`src/rtl/ckpt_lane_cmp.sv`:
```
// Masked equality check of one observed channel against its expected value.
module ckpt_lane_cmp #(
    parameter int DATA_W = 8
) (
    input  logic [DATA_W-1:0] i_obs,
    input  logic [DATA_W-1:0] i_expect,
    input  logic              i_en,
    output logic              o_mismatch
);

    assign o_mismatch = i_en && (i_obs != i_expect);

endmodule

```
`config.mk`:
```
export PLATFORM = sky130hd
export DESIGN_NAME = ckpt_lane_cmp
export DESIGN_NICKNAME = d
export VERILOG_FILES = /design/src/rtl/ckpt_lane_cmp.sv
export SDC_FILE = /design/constraint.sdc
export NUM_CORES = 1
export LEC_CHECK = 0
export CORE_AREA = 2 2 39 41
export DETAILED_ROUTE_END_ITERATION = 7
export DIE_AREA = 0 0 41 43
export PLACE_DENSITY = 0.35
export SYNTH_ARGS = -nofsm -noshare
export SYNTH_HDL_FRONTEND = slang
export SYNTH_SLANG_ARGS = --single-unit
```
`constraint.sdc`:
```
create_clock -name vclk -period 1.75
set_input_delay 0.2625 -clock vclk [all_inputs]
set_output_delay 0.2625 -clock vclk [all_outputs]
set_load 0.03 [all_outputs]
```
=== Yosys cells after proc, flatten, opt, wreduce, memory -nomap -nowiden ===
Cells that the tools add are included.

* Bits in registers: 0
* Input bits: 17
* Logic and storage cells: 2

* Eq/ne operators: 1
* Reductions and logical operators: 1

{| class="wikitable"
|+ Operator list
! operator !! number
|-
| $ne 8x8->1 || 1
|-
| $logic_and 1x1->1 || 1
|}

=== Longest topological paths before layout ===
* Depth after elaboration: 2
* Gate-level depth with buffers: 3

=== Least setup slack after synthesis ===
OpenSTA, ideal clock, no wires.

* Kind: in2out
* From: in i_obs[6]
* To: out o_mismatch
* Arrival time: 952 ps
* Data required time: 1,487 ps
* Setup slack: 535 ps
* Stages: 3
* Buffers on the path: 0
* Cell sequence: xor2_1 nor4_1 a21boi_1

* Cells in the longest elaborated chain, start to end: 2

{| class="wikitable"
|+ RTL lines
! item !! line !! text
|-
| from (decl) || 5 || <nowiki>input logic [DATA_W-1:0] i_obs,</nowiki>
|-
| $ne 8x8->1 || 11 || <nowiki>assign o_mismatch = i_en && (i_obs != i_expect);</nowiki>
|-
| $logic_and 1x1->1 || 11 ||
|-
| to (decl) || 8 || <nowiki>output logic o_mismatch</nowiki>
|}

No other way between the ends.

=== Worst setup path in the final report ===
* From: in i_expect[4]
* To: out o_mismatch

* Cells in the longest elaborated chain, start to end: 2

{| class="wikitable"
|+ RTL lines
! item !! line !! text
|-
| from (decl) || 6 || <nowiki>input logic [DATA_W-1:0] i_expect,</nowiki>
|-
| $ne 8x8->1 || 11 ||
|-
| $logic_and 1x1->1 || 11 ||
|}

No other way between the ends.

==> results.ini <==
[cts]
cts_hold_buf = 0

[timing]
whs_ps = 1140
fmax_mhz = 600
slew_viol_final = 0
tightest_slew_ps = 260
rsz0062_at_grt = false
relSlewSlack_pct = 82.5
tns_ps = 0
fin_crit_sh_pct = 95.3
fin_ws_ps = 82.8
setup_viol = 0
finalHoldViolCount = 0
fin_crit_ps = 1670

[drt]
first_iter_violations = 0
wire_per_inst_um = 6.24
wl_met3_um = 60
via_count = 144
met1_length_um = 73
viasPerCell = 3.20
antenna_left = 0
wl_met2_um = 147
drc = 0
drt_pass1_iterations = 1
wl_um = 281
dr.max_layer_used = met3

[global_routing]
grt_usage_pct = 3.80
grt_pass1_vias = 148
grt_max_degree = 2
grt_pass1_wl_um = 489
grt-ovfl-total = 0
antenna_found_initial = 0

[cells_and_area]
drive_gt1_share_pct = 3.45
stdcell_area_sq_um = 290
antenna_cells = 0
fin_cells = 45
design.seq.count = 0
layout.nets = 48
synthToLayoutAreaGrowth_pct = 222
n_clock_buffer = 0
regArea_sq_um = 0

[critical_path]
path_class = input pin to primary output
required_ps = 1490
start_kind = input pin
critPathCapture = o_mismatch
crit_path_start = i_expect[4]
arrival_ps = 1400
end_kind = primary output
cp_max_fo = 1

[power]
vdd_ir_drop_max_mv = 0.0615
total_leakage_power_nw = 0.119
power_density_nw_per_um2 = 206

[floorplanning]
die_y_um = 43
fp.dieArea_sq_um = 1760
initial_core_util_pct = 6.51
num_rows = 14
die_w_um = 41
boundaryPins = 18
core_area_sq_um = 1380

[place]
place_inst = 45
placed_cell_area_sq_um = 290
place.port_buffers = 18
gp_congestion = 0.557
pre_cts_ws_ps = -380

[outcome]
status = finished, final reports clean

[synthesis]
yosys_warnings = 0
synthCells = 11
synthesis.area_sq_um = 90.1
synth-seq-area-share_pct = 0
ys_types = 3
synth.avg_cell_area_sq_um = 8.19
synth_nets = 28

[job]
drv_cap = 0

[worst_hold_path]
hold_class = input pin to primary output

worst min path at each step:
stage | from | endpoint | depth (start not counted)
6_report | i_expect[1] | o_mismatch | 5
5_1_grt | i_expect[1] | o_mismatch | 5
4_1_cts | i_en | o_mismatch | 3
3_5_place_dp | i_en | o_mismatch | 3
3_3_place_gp | i_en | o_mismatch | 3
2_1_floorplan | i_en | o_mismatch | 1
per-layer routing:
layer,vias to the layer above,track usage (%)
li1,74,-
met1,52,4.75
met2,18,6.56
met3,0,1.05
met4,0,0
met5,-,0
critical path: stages:
cell,delay (ps)
clkdlybuf4s50_1,410
xor2_1,160
nor4_1,280
a21boi_1,110
buf_4,180
power breakdown:
part | leakage, nW | internal, W | switching, W
Sequential | 0 | 0 | 0
Combinational | 0.119 | 0.0000431 | 0.0000167
Clock | 0 | 0 | 0
Total | 0.119 | 0.0000431 | 0.0000167
cell type report:
type,instances,area [sq um]
Tap cell,16,20.0
Fill cell,151,1090
Multi-Input combinational cell,11,90.1
Timing Repair Buffer,18,180
layout by cell type (no fill, tap or decap):
cell type	instances
dlymetal6s2s_1	1
buf_4	1
xor2_1	8
clkdlybuf4s50_1	16
nor4_1	2
a21boi_1	1
Yosys cell counts, drive strengths merged:
cell type	number	area (sq um)
a21boi	1	7.51
nor4	2	12.5
xor2	8	70.1
per-stage QoR:
step | power (W) | utilization [%]
2_1_floorplan | 0.0000166 | -
3_3_place_gp | 0.0000620 | 21.0
3_5_place_dp | 0.0000616 | 21.0
4_1_cts | 0.0000603 | 20.6
5_1_grt | 0.0000652 | 21.0
6_report | 0.0000598 | 21.0
cell families (layout without fill, tap and decap cells):
kind of cell	Yosys count	count (layout)	synth area share, %
AO/OA/AOI/OAI	1	1	8.34
XOR/XNOR	8	8	77.8
AND/OR/NAND/NOR	2	2	13.9
buffers and inverters	0	18	0
repair_timing:
item                       in CTS  in global routing
buffers inserted                0                  0
cloned                          0                  0
setup endpoints to repair       1                  1
pin swaps                       1                  2
gates resized for setup         5                  3
Power figures use the tool's default switching activity.
